`src/rtl/fd_skid_latch_pkg.sv`:
```
`default_nettype none
// +--------------------------------------------------------------------------+
// | Module : fd_pkg                                                          |
// | Purpose: Shared types and defaults for the fetch/decode skid latch:      |
// |          occupancy state enum, default field widths, default NOP word,   |
// |          and a state-to-occupancy helper.                                |
// | Ports  : none (package)                                                  |
// | Rev    : 1.0  initial release                                            |
// +--------------------------------------------------------------------------+
package fd_pkg;

  localparam int          DEF_ADDR_W   = 12;
  localparam int          DEF_INSN_W   = 32;
  localparam logic [63:0] DEF_NOP_INSN = 64'h0;

  // Encoding equals the number of entries held, so occupancy is a direct map.
  typedef enum logic [1:0] {
    EMPTY = 2'd0,
    ONE   = 2'd1,
    FULL  = 2'd2
  } state_t;

  function automatic logic [1:0] occ_of(input state_t s);
    logic [1:0] occ;
    occ = 2'd0;
    case (s)
      EMPTY:   occ = 2'd0;
      ONE:     occ = 2'd1;
      FULL:    occ = 2'd2;
      default: occ = 2'd0;
    endcase
    return occ;
  endfunction

endpackage
`default_nettype wire

```
`src/rtl/fd_skid_latch_if.sv`:
```
`default_nettype none
// +--------------------------------------------------------------------------+
// | Module : fd_skid_latch_if                                                |
// | Purpose: Bundle of handshake and data signals between fetch, the skid    |
// |          latch and decode.                                               |
// | Ports  : flush, in_valid/in_ready, tg_in/pc_in/pc1_in/ir_in (fetch side) |
// |          out_valid/out_ready, tg_out/pc_out/pc1_out/ir_out, occupancy    |
// |          (decode side).                                                  |
// |          modport master : environment (fetch + decode)                   |
// |          modport slave  : the latch                                      |
// | Rev    : 1.0  initial release                                            |
// +--------------------------------------------------------------------------+
interface fd_skid_latch_if
  import fd_pkg::*;
#(
  parameter int ADDR_W = DEF_ADDR_W,
  parameter int INSN_W = DEF_INSN_W
);
  logic              flush;
  logic              in_valid;
  logic              in_ready;
  logic [ADDR_W-1:0] tg_in;
  logic [ADDR_W-1:0] pc_in;
  logic [ADDR_W-1:0] pc1_in;
  logic [INSN_W-1:0] ir_in;
  logic              out_valid;
  logic              out_ready;
  logic [ADDR_W-1:0] tg_out;
  logic [ADDR_W-1:0] pc_out;
  logic [ADDR_W-1:0] pc1_out;
  logic [INSN_W-1:0] ir_out;
  logic [1:0]        occupancy;

  modport master (
    output flush, in_valid, tg_in, pc_in, pc1_in, ir_in, out_ready,
    input  in_ready, out_valid, tg_out, pc_out, pc1_out, ir_out, occupancy
  );

  modport slave (
    input  flush, in_valid, tg_in, pc_in, pc1_in, ir_in, out_ready,
    output in_ready, out_valid, tg_out, pc_out, pc1_out, ir_out, occupancy
  );
endinterface
`default_nettype wire

```
`src/rtl/fd_skid_latch_entry.sv`:
```
`default_nettype none
// +--------------------------------------------------------------------------+
// | Module : fd_entry                                                        |
// | Purpose: One bundle storage slot (tg, pc, pc1, ir) with a two-way load   |
// |          source select and a clear that restores the empty value.        |
// | Ports  : clk, clr_n (async active-low reset)                             |
// |          clear   - reset fields to 0 / NOP_INSN (wins over load)         |
// |          load    - capture the selected source                           |
// |          sel_b   - 0: capture *_a, 1: capture *_b                        |
// |          *_a/*_b - candidate bundles; *_q - stored bundle                |
// | Rev    : 1.0  initial release                                            |
// +--------------------------------------------------------------------------+
module fd_entry
  import fd_pkg::*;
#(
  parameter int                ADDR_W   = DEF_ADDR_W,
  parameter int                INSN_W   = DEF_INSN_W,
  parameter logic [INSN_W-1:0] NOP_INSN = INSN_W'(DEF_NOP_INSN)
) (
  input  wire logic              clk,
  input  wire logic              clr_n,
  input  wire logic              clear,
  input  wire logic              load,
  input  wire logic              sel_b,
  input  wire logic [ADDR_W-1:0] tg_a,
  input  wire logic [ADDR_W-1:0] pc_a,
  input  wire logic [ADDR_W-1:0] pc1_a,
  input  wire logic [INSN_W-1:0] ir_a,
  input  wire logic [ADDR_W-1:0] tg_b,
  input  wire logic [ADDR_W-1:0] pc_b,
  input  wire logic [ADDR_W-1:0] pc1_b,
  input  wire logic [INSN_W-1:0] ir_b,
  output logic      [ADDR_W-1:0] tg_q,
  output logic      [ADDR_W-1:0] pc_q,
  output logic      [ADDR_W-1:0] pc1_q,
  output logic      [INSN_W-1:0] ir_q
);

  always_ff @(posedge clk or negedge clr_n) begin
    if (!clr_n) begin
      tg_q  <= '0;
      pc_q  <= '0;
      pc1_q <= '0;
      ir_q  <= NOP_INSN;
    end else if (clear) begin
      tg_q  <= '0;
      pc_q  <= '0;
      pc1_q <= '0;
      ir_q  <= NOP_INSN;
    end else if (load) begin
      tg_q  <= sel_b ? tg_b  : tg_a;
      pc_q  <= sel_b ? pc_b  : pc_a;
      pc1_q <= sel_b ? pc1_b : pc1_a;
      ir_q  <= sel_b ? ir_b  : ir_a;
    end
  end

endmodule
`default_nettype wire

```
`src/rtl/fd_skid_latch.sv`:
```
`default_nettype none
// +--------------------------------------------------------------------------+
// | Module : fd_skid_latch                                                   |
// | Purpose: Fetch/decode pipeline latch with valid/ready handshake and a    |
// |          two-entry skid buffer. in_ready is a pure function of the state |
// |          register, so decode's ready never reaches fetch combinationally.|
// | Ports  : clk   - rising-edge clock                                       |
// |          clr_n - asynchronous active-low reset                           |
// |          bus   - fd_skid_latch_if.slave (handshakes, fields, flush,      |
// |                  occupancy)                                              |
// | Rev    : 1.0  initial release                                            |
// +--------------------------------------------------------------------------+
module fd_skid_latch
  import fd_pkg::*;
#(
  parameter int                ADDR_W   = DEF_ADDR_W,
  parameter int                INSN_W   = DEF_INSN_W,
  parameter logic [INSN_W-1:0] NOP_INSN = INSN_W'(DEF_NOP_INSN)
) (
  input wire logic     clk,
  input wire logic     clr_n,
  fd_skid_latch_if.slave bus
);

  state_t r_state;
  state_t w_next;

  logic w_in_ready;
  logic w_out_valid;
  logic w_push;
  logic w_pop;

  logic w_main_load;
  logic w_main_from_skid;
  logic w_main_clr;
  logic w_skid_load;
  logic w_skid_clr;

  logic [ADDR_W-1:0] w_skid_tg;
  logic [ADDR_W-1:0] w_skid_pc;
  logic [ADDR_W-1:0] w_skid_pc1;
  logic [INSN_W-1:0] w_skid_ir;

  logic [ADDR_W-1:0] w_main_tg;
  logic [ADDR_W-1:0] w_main_pc;
  logic [ADDR_W-1:0] w_main_pc1;
  logic [INSN_W-1:0] w_main_ir;

  assign w_in_ready  = (r_state != FULL);
  assign w_out_valid = (r_state != EMPTY);
  assign w_push      = bus.in_valid & w_in_ready;
  assign w_pop       = w_out_valid & bus.out_ready;

  always_ff @(posedge clk or negedge clr_n) begin
    if (!clr_n) begin
      r_state <= EMPTY;
    end else begin
      r_state <= w_next;
    end
  end

  always_comb begin
    w_next           = r_state;
    w_main_load      = 1'b0;
    w_main_from_skid = 1'b0;
    w_main_clr       = 1'b0;
    w_skid_load      = 1'b0;
    w_skid_clr       = 1'b0;

    if (bus.flush) begin
      // A bundle handshaked in this cycle is dropped along with the held ones.
      w_next     = EMPTY;
      w_main_clr = 1'b1;
      w_skid_clr = 1'b1;
    end else begin
      case (r_state)
        EMPTY: begin
          if (w_push) begin
            w_main_load = 1'b1;
            w_next      = ONE;
          end
        end
        ONE: begin
          if (w_push && w_pop) begin
            w_main_load = 1'b1;
          end else if (w_push) begin
            // Decode stalled: park the new bundle behind the head.
            w_skid_load = 1'b1;
            w_next      = FULL;
          end else if (w_pop) begin
            w_main_clr = 1'b1;
            w_next     = EMPTY;
          end
        end
        FULL: begin
          if (w_pop) begin
            w_main_load      = 1'b1;
            w_main_from_skid = 1'b1;
            w_skid_clr       = 1'b1;
            w_next           = ONE;
          end
        end
        default: begin
          w_next     = EMPTY;
          w_main_clr = 1'b1;
          w_skid_clr = 1'b1;
        end
      endcase
    end
  end

  // Skid only ever captures from fetch, so both of its sources are the input.
  fd_entry #(
    .ADDR_W   (ADDR_W),
    .INSN_W   (INSN_W),
    .NOP_INSN (NOP_INSN)
  ) u_skid (
    .clk   (clk),
    .clr_n (clr_n),
    .clear (w_skid_clr),
    .load  (w_skid_load),
    .sel_b (1'b0),
    .tg_a  (bus.tg_in),
    .pc_a  (bus.pc_in),
    .pc1_a (bus.pc1_in),
    .ir_a  (bus.ir_in),
    .tg_b  (bus.tg_in),
    .pc_b  (bus.pc_in),
    .pc1_b (bus.pc1_in),
    .ir_b  (bus.ir_in),
    .tg_q  (w_skid_tg),
    .pc_q  (w_skid_pc),
    .pc1_q (w_skid_pc1),
    .ir_q  (w_skid_ir)
  );

  fd_entry #(
    .ADDR_W   (ADDR_W),
    .INSN_W   (INSN_W),
    .NOP_INSN (NOP_INSN)
  ) u_main (
    .clk   (clk),
    .clr_n (clr_n),
    .clear (w_main_clr),
    .load  (w_main_load),
    .sel_b (w_main_from_skid),
    .tg_a  (bus.tg_in),
    .pc_a  (bus.pc_in),
    .pc1_a (bus.pc1_in),
    .ir_a  (bus.ir_in),
    .tg_b  (w_skid_tg),
    .pc_b  (w_skid_pc),
    .pc1_b (w_skid_pc1),
    .ir_b  (w_skid_ir),
    .tg_q  (w_main_tg),
    .pc_q  (w_main_pc),
    .pc1_q (w_main_pc1),
    .ir_q  (w_main_ir)
  );

  assign bus.in_ready  = w_in_ready;
  assign bus.out_valid = w_out_valid;
  assign bus.tg_out    = w_main_tg;
  assign bus.pc_out    = w_main_pc;
  assign bus.pc1_out   = w_main_pc1;
  assign bus.ir_out    = w_main_ir;
  assign bus.occupancy = occ_of(r_state);

endmodule
`default_nettype wire

```
`src/flat_wrapper.sv`:
```
// flat-port wrapper written by rule: the top's interface ports become plain ports
module fd_skid_latch_flat import fd_pkg::*;
#(
  parameter int                ADDR_W   = DEF_ADDR_W,
  parameter int                INSN_W   = DEF_INSN_W,
  parameter logic [INSN_W-1:0] NOP_INSN = INSN_W'(DEF_NOP_INSN)
)
  (clk, clr_n, bus_flush, bus_in_valid, bus_tg_in, bus_pc_in, bus_pc1_in, bus_ir_in, bus_out_ready, bus_in_ready, bus_out_valid, bus_tg_out, bus_pc_out, bus_pc1_out, bus_ir_out, bus_occupancy);
  fd_skid_latch_if #(.ADDR_W(ADDR_W), .INSN_W(INSN_W)) bus_i ();
  input wire logic clk;
  input wire logic clr_n;
  input wire logic [$bits(bus_i.flush)-1:0] bus_flush;
  input wire logic [$bits(bus_i.in_valid)-1:0] bus_in_valid;
  input wire logic [$bits(bus_i.tg_in)-1:0] bus_tg_in;
  input wire logic [$bits(bus_i.pc_in)-1:0] bus_pc_in;
  input wire logic [$bits(bus_i.pc1_in)-1:0] bus_pc1_in;
  input wire logic [$bits(bus_i.ir_in)-1:0] bus_ir_in;
  input wire logic [$bits(bus_i.out_ready)-1:0] bus_out_ready;
  output wire logic [$bits(bus_i.in_ready)-1:0] bus_in_ready;
  output wire logic [$bits(bus_i.out_valid)-1:0] bus_out_valid;
  output wire logic [$bits(bus_i.tg_out)-1:0] bus_tg_out;
  output wire logic [$bits(bus_i.pc_out)-1:0] bus_pc_out;
  output wire logic [$bits(bus_i.pc1_out)-1:0] bus_pc1_out;
  output wire logic [$bits(bus_i.ir_out)-1:0] bus_ir_out;
  output wire logic [$bits(bus_i.occupancy)-1:0] bus_occupancy;
  assign bus_i.flush = bus_flush;
  assign bus_i.in_valid = bus_in_valid;
  assign bus_i.tg_in = bus_tg_in;
  assign bus_i.pc_in = bus_pc_in;
  assign bus_i.pc1_in = bus_pc1_in;
  assign bus_i.ir_in = bus_ir_in;
  assign bus_i.out_ready = bus_out_ready;
  assign bus_in_ready = bus_i.in_ready;
  assign bus_out_valid = bus_i.out_valid;
  assign bus_tg_out = bus_i.tg_out;
  assign bus_pc_out = bus_i.pc_out;
  assign bus_pc1_out = bus_i.pc1_out;
  assign bus_ir_out = bus_i.ir_out;
  assign bus_occupancy = bus_i.occupancy;
  fd_skid_latch #(.ADDR_W(ADDR_W), .INSN_W(INSN_W), .NOP_INSN(NOP_INSN)) u_core (.clk(clk), .clr_n(clr_n), .bus(bus_i));
endmodule
```
`config.mk`:
```
export PLATFORM = sky130hd
export DESIGN_NAME = fd_skid_latch_flat
export DESIGN_NICKNAME = d
export VERILOG_FILES = /design/src/rtl/fd_skid_latch_pkg.sv /design/src/rtl/fd_skid_latch_if.sv /design/src/rtl/fd_skid_latch_entry.sv /design/src/rtl/fd_skid_latch.sv /design/src/flat_wrapper.sv
export SDC_FILE = /design/constraint.sdc
export NUM_CORES = 1
export LEC_CHECK = 0
export CAP_MARGIN = 0
export CORE_MARGIN = 2
export CORE_UTILIZATION = 51
export DETAILED_ROUTE_END_ITERATION = 6
export GPL_TIMING_DRIVEN = 0
export PLACE_DENSITY_LB_ADDON = 0.1
export SLEW_MARGIN = 40
export SYNTH_ARGS = -nofsm -noshare
export SYNTH_HDL_FRONTEND = slang
export SYNTH_HIERARCHICAL = 1
export SYNTH_SLANG_ARGS = --single-unit
```
`constraint.sdc`:
```
create_clock -name clk -period 2.1 [get_ports clk]
set_input_delay 0.21 -clock clk [delete_from_list [all_inputs] [get_ports clk]]
set_output_delay 0.21 -clock clk [all_outputs]
set_load 0.05 [all_outputs]
```
==> impl_metrics.ini <==
[sta]
clock-skew-final_ns = 0.00888
finalSetupViolations = 0
final.setup.tns_ns = 0
rsz_0062_raised_after_global_routing = false
min_period_ns = 1.97
max_freq_mhz = 509
postLayoutSetupSlackWorst_ns = 0.134
final_max_slew_viol_count = 0
final_hold_viol_count = 0
slew-limit-headroom_pct = 62.0
final_min_period_over_clock_period_pct = 93.6
tightestPinTransition_ns = 0.568

[power_and_ir_drop]
ir_worst_vdd_uv = 554
power.density_cell_area_nw_per_um2 = 785
net_switching_component_of_the_power_w = 0.00203
power_frac_clock_pct = 39.0
power.switching_fraction_pct = 28.3
seqPwrFrac_pct = 40.2
cell_internal_pwr_w = 0.00516
power_frac_comb_pct = 20.8
p_leak_nw = 3.82

[route]
firstDrtPassIters = 5
detailed_router_s_first_iteration_violation_count = 462
vias = 5464
routed_via_density = 5.57
wl_per_cell_um = 17.8
drc_violations = 0
routed_wl_um = 17500
antenna_violation_net_count_after_detailed_routing = 0

[floorplan]
die_height_um = 120
die_area_um2 = 14400
num_rows = 42
boundaryPins = 145
floorplan.die.width_um = 120
placeableCoreArea_um2 = 13200
initial_utilization_pct = 51.9

[flow_run]
drv_cap = 0

[clocking]
clock-sinks = 138
ctsRootBufferMaster = sky130_fd_sc_hd__clkbuf_16
cts.path.max_buffers = 2
clk-insertion-delay-late_ns = 0.41
cts.clk_slew.worst_paths_ns = 0.05
htreeDepth = 4
tritoncts = built
cts_buffers = 17

[synthesis]
synth.largest_area_cell = sky130_fd_sc_hd__dfrtp_1
yosysMostFrequentCell = sky130_fd_sc_hd__dfrtp_1
synthDominantCellAreaShare_pct = 50.4
synth_cell_types = 25
asyncSetResetFlopFracSynth_pct = 100
share_of_synthesized_area_occupied_by_flip_flops_and_latches_pct = 50.4
synth_enable_flop_cells = 0
post_syn_area_per_cell_um2 = 10.9
ys.warnings.count = 6
synth-seq-cells = 138
syn-num-nets = 703
yosys_most_used_dff = sky130_fd_sc_hd__dfrtp_1
syn_inst = 630
synth_top_cells_by_area = sky130_fd_sc_hd__dfrtp_1 50%, sky130_fd_sc_hd__mux2i_1 20%, sky130_fd_sc_hd__a211oi_1 15%
syn-cell-area_um2 = 6850
synth_commonest_cells = 138 x sky130_fd_sc_hd__dfrtp_1, 137 x sky130_fd_sc_hd__nor2_1, 136 x sky130_fd_sc_hd__a211oi_1, 136 x sky130_fd_sc_hd__mux2i_1, 34 x sky130_fd_sc_hd__clkbuf_1

[layout]
final_net_count = 869
drive_above_1_share_pct = 9.69
antennaDiodeCount = 0
area_growth_syn_to_layout_pct = 33.9

[critical_path]
critPathArrivalTime_ns = 2.24
setup_crit_end_kind = flip-flop
crit_path_start = u_core/r_state[1]
worst-path-max-fanout = 10
setup.worst_path.class = flip-flop to flip-flop
start_kind = flip-flop
startpoint_of_the_worst_register_to_register_path = u_core/r_state[1]
critPathRequiredTime_ns = 2.37

[min_path]
hold_path.class = input pin to asynchronous set/reset pin

[placement]
detailedPlace.worstSlack_ns = -0.461
hpwlAfterDp_um = 11800
portBuffers = 144
gpl.final_weighted_congestion = 0.784

[outcome]
status = completed

[global_route]
grt_max_degree = 52
grt_antenna_before_repair = 0
grt_first_pass_wirelength_um = 28500
grt_pass1_vias = 5512
global_route_usage_sum_pct = 25.4
grt_remaining_overflow = 0
[registers in the layout, indices dropped and copies added (netlist names)]
signal,flops
u_core/u_skid/ir_q,32
u_core/u_skid/tg_q,12
u_core/u_skid/pc_q,12
u_core/r_state,2
u_core/u_main/pc1_q,12
u_core/u_main/tg_q,12
u_core/u_main/ir_q,32
u_core/u_skid/pc1_q,12
u_core/u_main/pc_q,12
[power by group through the flow]
stage	logic [W]	registers (W)	clock network, W
floorplan	0.000499	0.00331	0
global placement	0.00145	0.00293	0
detailed placement	0.00148	0.00294	0
CTS	0.00149	0.00289	0.00286
global route	0.00160	0.00291	0.00297
finish	0.00150	0.00289	0.00281
[critical path, stage by stage, from the launching register on]
cell                       delay [ns]
sky130_fd_sc_hd__dfrtp_1         0.43
sky130_fd_sc_hd__nor2b_2         0.17
sky130_fd_sc_hd__nand2_1         0.10
sky130_fd_sc_hd__nor3_1          0.14
sky130_fd_sc_hd__buf_2           0.30
sky130_fd_sc_hd__clkbuf_4        0.28
sky130_fd_sc_hd__clkbuf_2        0.27
sky130_fd_sc_hd__a211oi_1        0.13
[routing by layer]
metal / GRT usage [%] / vias up / part of all wire [%]
li1: - / 2626 / -
met1: 33.7 / 2673 / 44
met2: 41.3 / 148 / 50
met3: 6.13 / 17 / 5.0
met4: 7.87 / 0 / 1.2
met5: 0 / - / 0
[per-stage QoR]
step	util (%)	instance area [um2]	cells	power, W	hold WS [ns]
final	69.5	9170	981	0.00720	0.293
after global routing	69.5	9170	981	0.00748	0.310
after CTS	69.3	9140	981	0.00725	0.294
after detailed placement	64.9	8570	952	0.00442	0.133
after global placement	64.5	8510	950	0.00438	0.538
after floorplan	-	6850	630	0.00381	-0.0856
[what timing repair did]
item / 4_1_cts / 5_1_grt
hold buffers: 1 / 0
resized for setup: 9 / 32
buffers inserted: 0 / 0
setup endpoints to repair: 45 / 112
hold endpoints to repair: 43 / 0
[cells in the final DEF (no fill, tap or decap), drive strengths merged, types with 2 or more instances in the layout]
master         count
a211oi           137
buf               27
clkbuf            64
clkdlybuf4s50    139
dfrtp            138
dlygate4sd2        2
dlymetal6s2s       2
mux2i            136
nand2              3
nand2b             3
nor2             137
nor2b              3
o21ai              2
[cells by family after synthesis]
| logic type | synth area share [%] |
|---|---|
| and+or+nand+nor | 8.63 |
| buffers and inverters | 5.47 |
| AOI/OAI and AO/OA | 15.5 |
| other | 0.0548 |
| muxes | 19.9 |
| DFF | 50.4 |
[path summary, 6_finish.rpt]
path	endpoint	slack, ns	cells past startpoint
setup / recovery	u_core/u_skid/pc1_q[9]	0.13	7
hold reg to reg	u_core/u_main/tg_q[1]	0.55	2
min in group clk	u_core/u_skid/pc_q[7]	0.50	3
max in group asynchronous	u_core/u_skid/ir_q[12]	1.23	3
setup reg to reg	u_core/u_skid/pc1_q[9]	0.13	7
hold / removal	u_core/u_main/pc1_q[0]	0.29	2
[layout make-up]
cell class | instances | area, um2
flip-flops and latches | 138 | 3450
inverters | 1 | 3.75
clock inverters | 2 | 35.0
clock buffers | 26 | 519
well taps | 176 | 220
fillers | 1043 | 4020
plain buffers | 62 | 404
repair buffers | 147 | 1510
multi-input cells | 429 | 3020
(Power assumes the default switching activity.)
==> patch 1, RTL diff (same settings) <==
Set the package constant `DEF_INSN_W` to 28 (it was 32).
--- a/src/rtl/fd_skid_latch_pkg.sv
+++ b/src/rtl/fd_skid_latch_pkg.sv
@@ -10,7 +10,7 @@
 package fd_pkg;
 
   localparam int          DEF_ADDR_W   = 12;
-  localparam int          DEF_INSN_W   = 32;
+  localparam int          DEF_INSN_W   = 28;
   localparam logic [63:0] DEF_NOP_INSN = 64'h0;
 
   // Encoding equals the number of entries held, so occupancy is a direct map.
Interface: changed (resized bus_ir_in and bus_ir_out); port bits go from 145 to 137. The function was not compared with the original's and may differ.
==> patch 1 against the original RTL <==
  * Maximum frequency is 2.6% higher
  * Total power fell by 2.8%
  * Synthesized cell count is 6.0% lower
  * Sequential cell count shrank 8
  * Routed wire length shrank 9.4%
  * Sequential share of layout area fell by 0.22 points
  * Cell area shrank 5.3%
  * Setup slack gained 0.050 ns
  * Synthesized area fell by 5.3%
  * Via count shrank 5.6%
==> patch 1: results (changes against the original RTL) <==
status completed; placed instance area 8090 sq um (-5.5%); R2R Path End u_core/u_main/pc_q[10]; routed wire length 15,800 um (-9.4%); drt first pass iters 4 (-1); largest power group clock; biggest regs u_core/u_main/ir_q x28, u_core/u_skid/ir_q x28; largest net degree at the start of global routing 67 (+29%); Clock power frac 41.1% (+2.1 points); layout cells sized above 1 9.20% (-0.49 points); final-stage net count 817 (-6.0%); Power Internal 4.99 mW (-3.3%); first-pass GRT wire length 25,600 um (-10%); DP Wirelength 10,700 um (-9.3%); met2 routed WL 7650 um (-12%); worst-margin pin slew 0.595 ns (+0.0274 ns); Seq group 2.72 mW (-6%); RD Place Congestion 0.753 (-3.9%); VDD IR max 0.449 mV (-19%); Leak 3.58 nW (-6.3%); met3 Use GR 6.54% (+0.41 points); Port Buffers 136 (-5.6%); met1 usage 31.7% (-2.0 points); worst hold margin 0.327 ns (+0.0336 ns); post-synthesis mux area share 19.8% (-0.13 points); register area share after synthesis 50.2% (-0.28 points); Fillers 994 (-4.7%); post_cts resized 4 (-5); top post-synthesis cells by area dfrtp_1, mux2i_1, a211oi_1; synth cell count leaders dfrtp_1, nor2_1, a211oi_1, mux2i_1, clkbuf_1
## patch 1: changes by cell type in the layout (fill, tap and decap cells not counted), moves of 3 or more
cell and change:
clkdlybuf4s50_1 -8, clkbuf_2 -16, buf_4 -10, buf_12 -4
buf_2 +6, buf_8 +10, nor2_1 -8, mux2i_1 -8
clkbuf_8 -3, dfrtp_1 -8, clkinv_2 +6, a211oi_1 -8
## patch 1: metrics by stage
stage | setup slack [ns] | cells | total power, mW
after floorplan | 0.159 | 592 | 3.59
after global placement | -4.29 | 900 | 4.12
after global routing | 0.00695 | 933 | 7.29
after CTS | 0.135 | 934 | 7.05
final | 0.184 | 933 | 7.00
after detailed placement | -0.301 | 901 | 4.15
## patch 1: layout make-up
type	instances	area share, %
flip-flops and latches	130	37.5
multi-input cells	405	32.8
repair buffers	138	16.1
clock buffers	21	5.42
plain buffers	55	4.45
well taps	172	2.48
clock inverters	11	1.27
inverters	1	0.0432
